**src/rtl/haz_pkg.sv**
```systemverilog
// Shared types, channel indices and default timing constants for the hazard sensor front-end.
package haz_pkg;

  typedef enum logic {
    ST_STABLE  = 1'b0,
    ST_PENDING = 1'b1
  } ch_state_e;

  localparam int CH_GAS   = 0;
  localparam int CH_SMOKE = 1;
  localparam int CH_HUM   = 2;
  localparam int CH_TEMP  = 3;
  localparam int NUM_CH   = 4;

  localparam int DEF_DEB_CYCLES = 4;
  localparam int DEF_SAMPLE_DIV = 1;

  // Debounce counter must be able to hold the value DEB_CYCLES itself.
  function automatic int cnt_width(input int deb);
    return $clog2(deb + 1);
  endfunction

endpackage

```
**src/rtl/hazard_debounce_ch.sv**
```systemverilog
// One sensor channel: 2-flop synchroniser feeding a tick-driven STABLE/PENDING debounce FSM.
// With HAZ_LATCH_EN defined, a channel whose latch_i is 1 holds a debounced 1 until clr_i.
module hazard_debounce_ch
  import haz_pkg::*;
#(
  parameter int DEB_CYCLES = DEF_DEB_CYCLES
) (
  input  logic clk,
  input  logic rst_n,
  input  logic raw_i,
  input  logic en_i,
  input  logic tick_i,
  input  logic latch_i,
  input  logic clr_i,
  output logic flag_o,
  output logic toggle_o,
  output logic pending_o
);

  localparam int CW = cnt_width(DEB_CYCLES);
  localparam logic [CW-1:0] CNT_LAST = CW'(DEB_CYCLES);

  logic          sync1_q;
  logic          sync2_q;
  logic          flag_q;
  logic [CW-1:0] cnt_q;
  logic [CW-1:0] cnt_inc;
  ch_state_e     state_q;
  logic          done_w;
  logic          hold_w;
  logic          toggle_w;

  always_ff @(posedge clk or negedge rst_n) begin
    if (!rst_n) begin
      sync1_q <= 1'b0;
      sync2_q <= 1'b0;
    end else begin
      sync1_q <= raw_i;
      sync2_q <= sync1_q;
    end
  end

  assign cnt_inc  = cnt_q + CW'(1);
  // done_w marks the tick on which a full run of differing samples completes.
  assign done_w   = en_i && tick_i && (state_q == ST_PENDING) &&
                    (sync2_q != flag_q) && (cnt_inc == CNT_LAST);
  assign toggle_w = done_w && !hold_w;

`ifdef HAZ_LATCH_EN
  logic sticky_q;

  always_ff @(posedge clk or negedge rst_n) begin
    if (!rst_n) begin
      sticky_q <= 1'b0;
    end else if (clr_i) begin
      sticky_q <= 1'b0;
    end else if (latch_i && toggle_w && !flag_q) begin
      sticky_q <= 1'b1;
    end
  end

  assign hold_w = sticky_q;
`else
  logic unused_latch;

  assign unused_latch = latch_i ^ clr_i;
  assign hold_w       = 1'b0;
`endif

  always_ff @(posedge clk or negedge rst_n) begin
    if (!rst_n) begin
      state_q <= ST_STABLE;
      cnt_q   <= '0;
      flag_q  <= 1'b0;
    end else if (!en_i) begin
      state_q <= ST_STABLE;
      cnt_q   <= '0;
    end else if (tick_i) begin
      case (state_q)
        ST_STABLE: begin
          if (sync2_q != flag_q) begin
            state_q <= ST_PENDING;
            cnt_q   <= CW'(1);
          end else begin
            cnt_q <= '0;
          end
        end
        ST_PENDING: begin
          if (sync2_q == flag_q) begin
            state_q <= ST_STABLE;
            cnt_q   <= '0;
          end else if (cnt_inc == CNT_LAST) begin
            // A held sticky flag still returns to STABLE so the next tick re-evaluates it.
            state_q <= ST_STABLE;
            cnt_q   <= '0;
            if (!hold_w) flag_q <= ~flag_q;
          end else begin
            cnt_q <= cnt_inc;
          end
        end
        default: begin
          state_q <= ST_STABLE;
          cnt_q   <= '0;
        end
      endcase
    end
  end

  assign flag_o    = flag_q;
  assign toggle_o  = toggle_w;
  assign pending_o = (state_q == ST_PENDING);

endmodule

```
**src/rtl/hazard_sensor_qualifier.sv**
```systemverilog
// Hazard sensor front-end: sample-tick prescaler, four debounced channels and a registered update pulse.
// Defining HAZ_LATCH_EN makes gas and smoke sticky until clr.
module hazard_sensor_qualifier
  import haz_pkg::*;
#(
  parameter int DEB_CYCLES = DEF_DEB_CYCLES,
  parameter int SAMPLE_DIV = DEF_SAMPLE_DIV
) (
  input  logic              clk,
  input  logic              rst_n,
  input  logic              en,
  input  logic              clr,
  input  logic              raw_g,
  input  logic              raw_s,
  input  logic              raw_h,
  input  logic              raw_t,
  output logic              gas,
  output logic              smoke,
  output logic              humidity,
  output logic              temperature,
  output logic              upd,
  output logic [NUM_CH-1:0] dbg_pending
);

  localparam int PW = (SAMPLE_DIV > 1) ? $clog2(SAMPLE_DIV) : 1;
  localparam logic [PW-1:0] PRE_LAST = PW'(SAMPLE_DIV - 1);

  logic [PW-1:0]     pre_q;
  logic [PW-1:0]     pre_d;
  logic              tick_w;
  logic              upd_q;
  logic              upd_d;
  logic [NUM_CH-1:0] raw_w;
  logic [NUM_CH-1:0] latch_w;
  logic [NUM_CH-1:0] flag_w;
  logic [NUM_CH-1:0] toggle_w;
  logic [NUM_CH-1:0] pending_w;

  assign raw_w[CH_GAS]   = raw_g;
  assign raw_w[CH_SMOKE] = raw_s;
  assign raw_w[CH_HUM]   = raw_h;
  assign raw_w[CH_TEMP]  = raw_t;

  assign latch_w[CH_GAS]   = 1'b1;
  assign latch_w[CH_SMOKE] = 1'b1;
  assign latch_w[CH_HUM]   = 1'b0;
  assign latch_w[CH_TEMP]  = 1'b0;

  // Prescaler parks at zero while disabled so qualification restarts from a clean phase.
  always_comb begin
    pre_d = '0;
    if (en && (pre_q != PRE_LAST)) pre_d = pre_q + PW'(1);
  end

  assign tick_w = en && (pre_q == PRE_LAST);
  assign upd_d  = |toggle_w;

  always_ff @(posedge clk or negedge rst_n) begin
    if (!rst_n) begin
      pre_q <= '0;
      upd_q <= 1'b0;
    end else begin
      pre_q <= pre_d;
      upd_q <= upd_d;
    end
  end

  for (genvar c = 0; c < NUM_CH; c++) begin : g_ch
    hazard_debounce_ch #(
      .DEB_CYCLES(DEB_CYCLES)
    ) u_ch (
      .clk      (clk),
      .rst_n    (rst_n),
      .raw_i    (raw_w[c]),
      .en_i     (en),
      .tick_i   (tick_w),
      .latch_i  (latch_w[c]),
      .clr_i    (clr),
      .flag_o   (flag_w[c]),
      .toggle_o (toggle_w[c]),
      .pending_o(pending_w[c])
    );
  end

  assign gas         = flag_w[CH_GAS];
  assign smoke       = flag_w[CH_SMOKE];
  assign humidity    = flag_w[CH_HUM];
  assign temperature = flag_w[CH_TEMP];
  assign upd         = upd_q;
  assign dbg_pending = pending_w;

endmodule

```
**config.mk**
```make
export PLATFORM = sky130hd
export DESIGN_NAME = hazard_sensor_qualifier
export DESIGN_NICKNAME = d
export VERILOG_FILES = /design/src/rtl/haz_pkg.sv /design/src/rtl/hazard_debounce_ch.sv /design/src/rtl/hazard_sensor_qualifier.sv
export SDC_FILE = /design/constraint.sdc
export NUM_CORES = 1
export LEC_CHECK = 0
export BUFFER_PORTS_ARGS = -buffer_cell sky130_fd_sc_hd__buf_4
export CAP_MARGIN = 20
export CORE_MARGIN = 1.5
export CORE_UTILIZATION = 37
export CTS_BUF_LIST = sky130_fd_sc_hd__clkbuf_2
export DETAILED_ROUTE_END_ITERATION = 16
export PLACE_DENSITY = 0.6
export SKIP_LAST_GASP = 1
export SLEW_MARGIN = 5
export SYNTH_ARGS = -nofsm -noshare
export SYNTH_HDL_FRONTEND = slang
export SYNTH_SLANG_ARGS = --single-unit
```
**constraint.sdc**
```tcl
create_clock -name clk -period 1.9 [get_ports clk]
set_input_delay 0.095 -clock clk [delete_from_list [all_inputs] [get_ports clk]]
set_output_delay 0.095 -clock clk [all_outputs]
set_load 0.005 [all_outputs]
```
# [Word level (Yosys, flattened, before mapping)]
# Index checks and enable logic that the tools add are counted.
[totals] in_bits=8 regBits=30 elab_cells=122 out_inout_bits=9
[classes] n_reduce_logical=20 n_addsub=5 n_eq_ne=13 mux=49 n_bitwise=13
[op_table] op="2-to-1 mux 3 bit" count=16
[op_table] op="2-to-1 mux 1 bit" count=25
[op_table] op="one-hot mux 3 bit (2 select lines)" count=4
[op_table] op="AND reduction 5 bit" count=4
[op_table] op="logical AND 1 bit" count=15
[op_table] op="NOT 1 bit" count=13
[op_table] op="adder 3 x 1 -> 3 bit (second input constant)" count=4
[op_table] op="equality test 3 bit (second input constant)" count=4
[op_table] op="one-hot mux 1 bit (2 select lines)" count=4
[op_table] op="equality test 1 bit" count=4
[op_table] op="!= test 1 bit" count=4
[op_table] op="OR reduction 4 bit" count=1
[op_table] op="!= test 2 x 1 -> 1 bit (second input constant)" count=1
[op_table] op="adder 1 bit (second input constant)" count=1

# [Longest topological paths before layout]
# Gate-level depths: netlist of the first run.
[logic_depth] ltp_word=7 mapped_depth=4 mapped_depth_nobuf=4

# [By module]
# A second synthesis of the first run with hierarchy kept.
[unflattened] cells_unflattened=102 area_unflattened_um2=1372.6
[by_module_without_submodules] module="hazard_debounce_ch" n_inst=4 cells_per_inst=24 area_each_um2=325.3 seq_area_each_um2=175.2
[by_module_without_submodules] module="hazard_sensor_qualifier" n_inst=1 cells_per_inst=6 area_each_um2=71.3 seq_area_each_um2=50.0

# [Worst setup path before layout of the first run]
# OpenSTA, ideal clock, no wires.
[synth_timing] kind="register -> register" from="reg g_ch[1].u_ch.cnt_q[0]" to="reg g_ch[1].u_ch.flag_q" required_ns=1.776 setup_time_ns=0.124 period_less_slack_ns=1.560 path_buffers=0 stages_incl_launch_ff=5 slack_ns=0.340 arrival_ns=1.435 path_cell_list="dfrtp_1 -> ha_1 -> xor2_1 -> or4b_4 -> xnor2_1"
[synth_between] elab_chain_len=3
[synth_lines] item="from (decl)" line="hazard_debounce_ch.sv:26" source="logic [CW-1:0] cnt_q;"
[synth_lines] item="from (signal assigned)" line="hazard_debounce_ch.sv:98" source="cnt_q <= cnt_inc;"
[synth_lines] item="adder 3 x 1 -> 3 bit" line="hazard_debounce_ch.sv:43" source="assign cnt_inc = cnt_q + CW'(1);"
[synth_lines] item="equality test 3 bit" line="hazard_debounce_ch.sv:92" source="end else if (cnt_inc == CNT_LAST) begin"
[synth_lines] item="AND reduction 5 bit (no line)"
[synth_lines] item="to (signal assigned)" line="hazard_debounce_ch.sv:96" source="if (!hold_w) flag_q <= ~flag_q;"
[synth_lines] item="to (decl)" line="hazard_debounce_ch.sv:25" source="logic flag_q;"
# Every way passes these cells.
# A chain may end at the register's enable or synchronous reset.

# [Worst setup path after layout of the first run]
[layout_timing] from="reg g_ch[0].u_ch.cnt_q[0]" to="reg g_ch[0].u_ch.flag_q"
[layout_between] elab_chain_len=3
[layout_lines] item="from (decl)" line="hazard_debounce_ch.sv:26"
[layout_lines] item="from (signal assigned)" line="hazard_debounce_ch.sv:98"
[layout_lines] item="adder 3 x 1 -> 3 bit" line="hazard_debounce_ch.sv:43"
[layout_lines] item="equality test 3 bit" line="hazard_debounce_ch.sv:92"
[layout_lines] item="AND reduction 5 bit (no line)"
[layout_lines] item="to (signal assigned)" line="hazard_debounce_ch.sv:96"
[layout_lines] item="to (decl)" line="hazard_debounce_ch.sv:25"
# Every way passes these cells.

==> out/summary.txt, run 1 <==
Design Area, Final -> 1694 um2
Crit Path Class -> reg -> reg
Antenna-violating nets left -> 0
Worst-Skew Late Latency -> 0.37 ns
Setup crit end kind -> register
Synth Area in Adders -> 6.740%
Post-synth cell types -> 38
Sw Pwr -> 291.0 uW
Largest net degree at the start of global routing -> 31
CTS buffer count -> 5
Top cells by area, synth -> dfrtp_1 (51%), ha_1 (6.7%), xnor2_1 (4.7%)
Total number of vias -> 998
Fill cells -> 364
H-tree depth -> 2
Post-Syn Nets -> 134
Worst setup margin -> 0.1949 ns
Post-layout instance count excluding filler cells -> 187
Outcome -> finished clean
Clock Path Buffers -> 2
Layout area overhead -> 14.07%
Clock Pin Slew Worst Setup and Hold Paths -> 0.14 ns
Overall Power -> 1.084 mW
Largest family of logic cells by synthesized area -> compound AO/OA/AOI/OAI gates
Die width -> 66.36 um
Comb pwr share -> 9.5%
Maximum VDD drop -> 0.3829 mV
Number of synthesized flops with an enable pin -> 0
NumNets Final -> 155
IO buf count -> 15
Simple-gate area share of the yosys netlist -> 13.48%
Placed Instances -> 175
Post-synth ARST share -> 100.0%
Synth Instances -> 118
Max-cap violations -> 0
Synth Area in XOR/XNOR -> 8.172%
Multiplexer area fraction after synthesis -> 0.7582%
Clock Tree Root -> clkbuf_2
Number of setup violations in the final report -> 0
Power Dens Cells -> 639.7 nW/um2
Antenna cell count -> 0
Setup Slack @ Placement -> 0.2286 ns
Core Area -> 3744 um2
Num ports -> 17
Unrepaired setup endpoints after global routing -> no
Crit path required time -> 2.15 ns
P_leak -> 0.8426 nW
Initial antenna violation count -> 0
Final Core Density -> 45.25%
Mapped Avg Cell Area -> 12.59 um2
Die Area -> 4403 um2
Grt ovf -> 0
Worst-Margin Slew -> 0.5278 ns
Post-detail-place hpwl -> 1864 um
DR DRC count -> 0
Flop pwr share -> 63.5%
Commonest non-fill, non-tap cell in the layout -> dfrtp_1
Clock tree from TritonCTS -> built
Detailed Routing Iterations Pass 1 -> 4
GPL Wtd Cong -> 0.7831
Period minus WS final -> 1.705 ns
Worst min path class -> in -> reg
Fraction of layout cells with a size suffix above 1 -> 23.74%
Post-synthesis compound-gate area fraction -> 15.25%
Wire per inst -> 14.10 um
Crit Path Max Fanout -> 4
GRT Resource Usage Total -> 14.50%
#FFs+latches synth -> 30
Commonest non-fill, non-tap cells in the layout -> dfrtp_1 (30), buf_4 (16), xnor2_1 (8), ha_1 (8)
First-pass GRT wire length -> 4581 um
Post-DP Area -> 1609 um2
TritonCTS Sinks -> 30
Relative slew slack -> 64.56%
Clock power share -> 27.0%
Fin Clk Skew -> 0.01833 ns
Site Rows -> 22
Critical path arrival -> 1.96 ns
Worst hold slack -> 0.09663 ns
Fin crit share -> 89.74%
Setup TNS -> 0 ns
Fmax -> 0.5865 GHz
Post-Route WL -> 2637 um
Synthesized area -> 1485 um2
Largest area contributor in the netlist -> dfrtp_1
Initial core utilization -> 39.67%
Ys Warns -> 0
Endpoints failing hold -> 0
Vias per cell -> 5.337
DR iter-0 viols -> 22
Cell Int Power -> 792.8 uW
Max-slew violation count -> 0
Crit start category -> register
Top_reg_cell synth -> dfrtp_1
Vias in the first global route -> 1000
Yosys top cell area share -> 50.55%
Net Sw Frac -> 26.85%
Seq/Total Area, Yosys -> 50.55%
Die Ht -> 66.36 um
## registers in the layout, summed over array words and instances, names as in the netlist
signal,cells
g_ch.u_ch.sync1_q,4
g_ch.u_ch.sync2_q,4
g_ch.u_ch.pending_o,4
g_ch.u_ch.cnt_q,12
upd,1
pre_q,1
g_ch.u_ch.flag_o,4
## cells in the mapped netlist (3+ instances only)
cell type / number
or4b_4: 3
o41ai_1: 3
dfrtp_1: 30
buf_4: 4
ha_1: 8
a22o_1: 5
nand2_1: 3
a32o_1: 3
a21o_1: 3
xnor2_1: 8
a211o_1: 3
inv_1: 4
xor2_1: 4
nand3_1: 3
nor2_1: 4
## worst paths after layout
path,end,slack (ns),cells after the start,startpoint
setup / recovery,g_ch[0].u_ch.flag_o,0.19,4,g_ch[0].u_ch.cnt_q[0]
hold / removal,g_ch[1].u_ch.cnt_q[0],0.1,3,en
setup reg to reg,g_ch[0].u_ch.flag_o,0.19,4,g_ch[0].u_ch.cnt_q[0]
hold reg to reg,g_ch[2].u_ch.sync2_q,0.35,0,g_ch[2].u_ch.sync1_q
max in group asynchronous,g_ch[0].u_ch.flag_o,1.44,2,rst_n
min in group asynchronous,g_ch[3].u_ch.cnt_q[1],0.16,2,rst_n
## worst max-delay path, cell delays in order (launching register included)
cell and delay [ns]:
dfrtp_1 0.45, ha_1 0.25, xor2_1 0.23, or4b_4 0.53, xnor2_2 0.15
## repair_timing
item                                   4_1_cts  5_1_grt
endpoints found under the hold margin       34        0
setup buffers                                0        0
setup endpoints to repair                    0        0
hold buffers                                 5        0
resized for setup                            0        0
## power groups by stage
stage          Combinational (mW)  Sequential [mW]  Clock [mW]
2_1_floorplan              0.0650            0.693           0
3_3_place_gp               0.0947            0.699           0
3_5_place_dp               0.0959            0.701           0
4_1_cts                     0.105            0.689       0.318
5_1_grt                     0.116            0.694       0.345
6_report                    0.103            0.688       0.293
## metal layers
| layer | vias up | GRT usage (%) | routed length, um |
|---|---|---|---|
| met5 | - | 0 | 0 |
| met4 | 0 | 8.418 | 47 |
| met3 | 5 | 4.600 | 139 |
| met2 | 20 | 22.38 | 1274 |
| met1 | 498 | 17.68 | 1176 |
| li1 | 475 | - | - |
## cell families (layout without fill, tap and decap cells)
logic type,after synthesis,in the layout
multiplexers,1,1
AND/OR/NAND/NOR,28,28
XOR/XNOR,13,13
AO/OA/AOI/OAI,26,26
adder cells (fa/ha/maj),8,8
buffers and inverters,11,32
flip-flops,30,30
other,1,1
## layout make-up
| type | instances | area, um2 | area share [%] |
|---|---|---|---|
| Sequential cell | 30 | 750.7 | 44.31 |
| Clock buffer | 5 | 25.02 | 1.477 |
| Multi-Input combinational cell | 77 | 663.1 | 39.14 |
| Inverter | 4 | 15.01 | 0.8863 |
| Tap cell | 48 | 60.06 | 3.545 |
| Clock inverter | 2 | 10.01 | 0.5908 |
| Timing Repair Buffer | 21 | 170.2 | 10.04 |
No activity file was read; power rests on OpenSTA's default activity.
==> inputs of run 2 (changes only) <==
clock period = 2.1 ns   (was 1.9 ns; I/O delays follow)
==> run 2 against run 1 <==
  * Power shrank 8.1%
  * Via count shrank 0.40%
  * Fmax shrank 1.1%
  * First-iteration DRC count grew 32%
  * Clock skew grew 0.00064 ns
  * Hold slack lost 0.011 ns
  * Non-clock buffer count shrank 1
  * Clock-buffer cell count grew 1
  * Core utilization shrank 0.10 points
  * Wire length grew 2.2%
  * Largest cell class unchanged
  * Largest power group unchanged
==> out/summary.txt, run 2 (same netlist as run 1, synthesis figures left out) <==
Fraction of layout cells with a size suffix above 1 -> 23.02% (-0.72 points)
Antenna cell count -> 0 (unchanged)
Setup Slack @ Placement -> 0.4100 ns (+0.1814 ns)
Fill cells -> 365 (+0.27%)
Post-Route WL -> 2696 um (+2.2%)
Post_cts resized -> 0 (unchanged)
Relative slew slack -> 64.95% (+0.39 points)
Commonest non-fill, non-tap cells in the layout -> dfrtp_1 (30), buf_4 (15), xnor2_1 (8), ha_1 (8), clkbuf_2 (6)
Core Area -> 3744 um2 (unchanged)
Layout area overhead -> 13.82%
Register area -> 750.7 um2 (unchanged)
H-tree depth -> 2 (unchanged)
Largest register by flop count -> g_ch.u_ch.cnt_q
Site Rows -> 22 (unchanged)
DR iter-0 viols -> 29 (+32%)
Largest net degree at the start of global routing -> 31 (unchanged)
Max-slew violation count -> 0 (unchanged)
First-pass GRT wire length -> 4830 um (+5.4%)
Fin crit share -> 82.07% (-7.7 points)
Fin Clk Skew -> 0.01897 ns (+0.0006373 ns)
Grt ovf -> 0 (unchanged)
Setup TNS -> 0 ns (unchanged)
Register-to-Register Path Depth -> 4 (unchanged)
Vias per cell -> 5.316 (-0.40%)
P_leak -> 0.8400 nW (-0.32%)
DR DRC count -> 0 (unchanged)
Die width -> 66.36 um (unchanged)
Period minus WS final -> 1.724 ns (+0.01844 ns)
Wire per inst -> 14.42 um (+2.2%)
CTS buffer count -> 5 (unchanged)
GRT Resource Usage Total -> 14.98% (+0.48 points)
Multi-input logic area -> 663.1 um2 (unchanged)
Detailed Routing Iterations Pass 1 -> 3 (-1)
Outcome -> finished clean
Maximum VDD drop -> 0.3745 mV (-2.2%)
Die Area -> 4403 um2 (unchanged)
Fmax -> 0.5802 GHz (-1.1%)
Vias in the first global route -> 1024 (+2.4%)
Hold Path Stages -> 3 (unchanged)
Crit Path Max Fanout -> 4 (unchanged)
Endpoints failing hold -> 0 (unchanged)
Antenna-violating nets left -> 0 (unchanged)
Max FFs per register -> 12 (unchanged)
Post-detail-place hpwl -> 1858 um (-0.35%)
Setup crit end kind -> register
Crit Path Class -> reg -> reg
Clock Tree Root -> clkbuf_2
NumNets Final -> 154 (-0.65%)
TritonCTS Sinks -> 30 (unchanged)
Hold-fix buffers, CTS -> 5 (unchanged)
Initial antenna violation count -> 0 (unchanged)
Crit path required time -> 2.39 ns (+0.24 ns)
Power Dens Cells -> 589.3 nW/um2 (-7.9%)
Critical path arrival -> 2.02 ns (+0.06 ns)
Initial core utilization -> 39.67% (unchanged)
Worst setup margin -> 0.3765 ns (+0.1816 ns)
Worst min path class -> in -> reg
Crit start category -> register
Max-cap violations -> 0 (unchanged)
Total number of vias -> 994 (-0.40%)
Clock Path Buffers -> 2 (unchanged)
Clock Pin Slew Worst Setup and Hold Paths -> 0.16 ns (+0.02 ns)
Num ports -> 17 (unchanged)
GPL Wtd Cong -> 0.7904 (+0.93%)
Post-CTS setup buffer count -> 0 (unchanged)
Die Ht -> 66.36 um (unchanged)
Commonest non-fill, non-tap cell in the layout -> dfrtp_1
IO buf count -> 15 (unchanged)
Number of setup violations in the final report -> 0 (unchanged)
Worst-Skew Late Latency -> 0.37 ns (about the same)
Worst-Margin Slew -> 0.5221 ns (-0.005750 ns)
Clock tree from TritonCTS -> built
Unrepaired setup endpoints after global routing -> no
## run 2: cell count changes in the layout (fill, tap and decap cells not counted)
cell,delta
buf_4,-1
clkbuf_2,+1
clkinv_2,-1
clkinv_1,+1
## run 2: routing by layer
layer	vias up	global-route usage, %	wire length (um)
met3	8	4.089	97
met5	-	0	0
li1	474	-	-
met2	16	24.13	1339
met4	0	8.418	63
met1	496	17.93	1196
## run 2: through the flow
step | std cells | instance area (um2) | power [mW] | utilization [%] | hold slack [ns]
floorplan | 118 | 1485 | 0.6858 | - | -0.1906
global placement | 174 | 1602 | 0.7158 | 42.78 | 0.05758
detailed placement | 174 | 1602 | 0.7203 | 42.78 | 0.06300
CTS | 187 | 1690 | 1.012 | 45.15 | 0.05664
global route | 187 | 1690 | 1.057 | 45.15 | 0.07849
finish | 187 | 1690 | 0.9961 | 45.15 | 0.08602
## run 2: final cells by class
class / count / area share [%]
clock buffers: 6 / 1.776
clock inverters: 2 / 0.5181
well taps: 48 / 3.553
multi-input cells: 77 / 39.23
inverters: 4 / 0.8882
flip-flops and latches: 30 / 44.41
repair buffers: 20 / 9.623
## run 2: final timing paths
| kind | to | from | slack (ns) |
|---|---|---|---|
| max | g_ch[1].u_ch.flag_o | g_ch[1].u_ch.cnt_q[0] | 0.38 |
| min reg2reg | g_ch[2].u_ch.sync2_q | g_ch[2].u_ch.sync1_q | 0.35 |
| max reg2reg | g_ch[1].u_ch.flag_o | g_ch[1].u_ch.cnt_q[0] | 0.38 |
| min | g_ch[1].u_ch.cnt_q[0] | en | 0.09 |
| max in group asynchronous | g_ch[0].u_ch.cnt_q[0] | rst_n | 1.62 |
| min in group asynchronous | g_ch[3].u_ch.pending_o | rst_n | 0.17 |
## run 2: power breakdown
part	total (mW)	leakage, nW	switching [mW]	internal (mW)
combinational	0.0911	0.420	0.0465	0.0447
clock	0.282	0.0304	0.200	0.0817
sequential	0.623	0.390	0.0236	0.600
## run 2: worst max-delay path, stage by stage, from the launching register on
cell and delay [ns]:
dfrtp_1 0.45, ha_1 0.26, xor2_1 0.24, or4b_4 0.51
xnor2_1 0.18
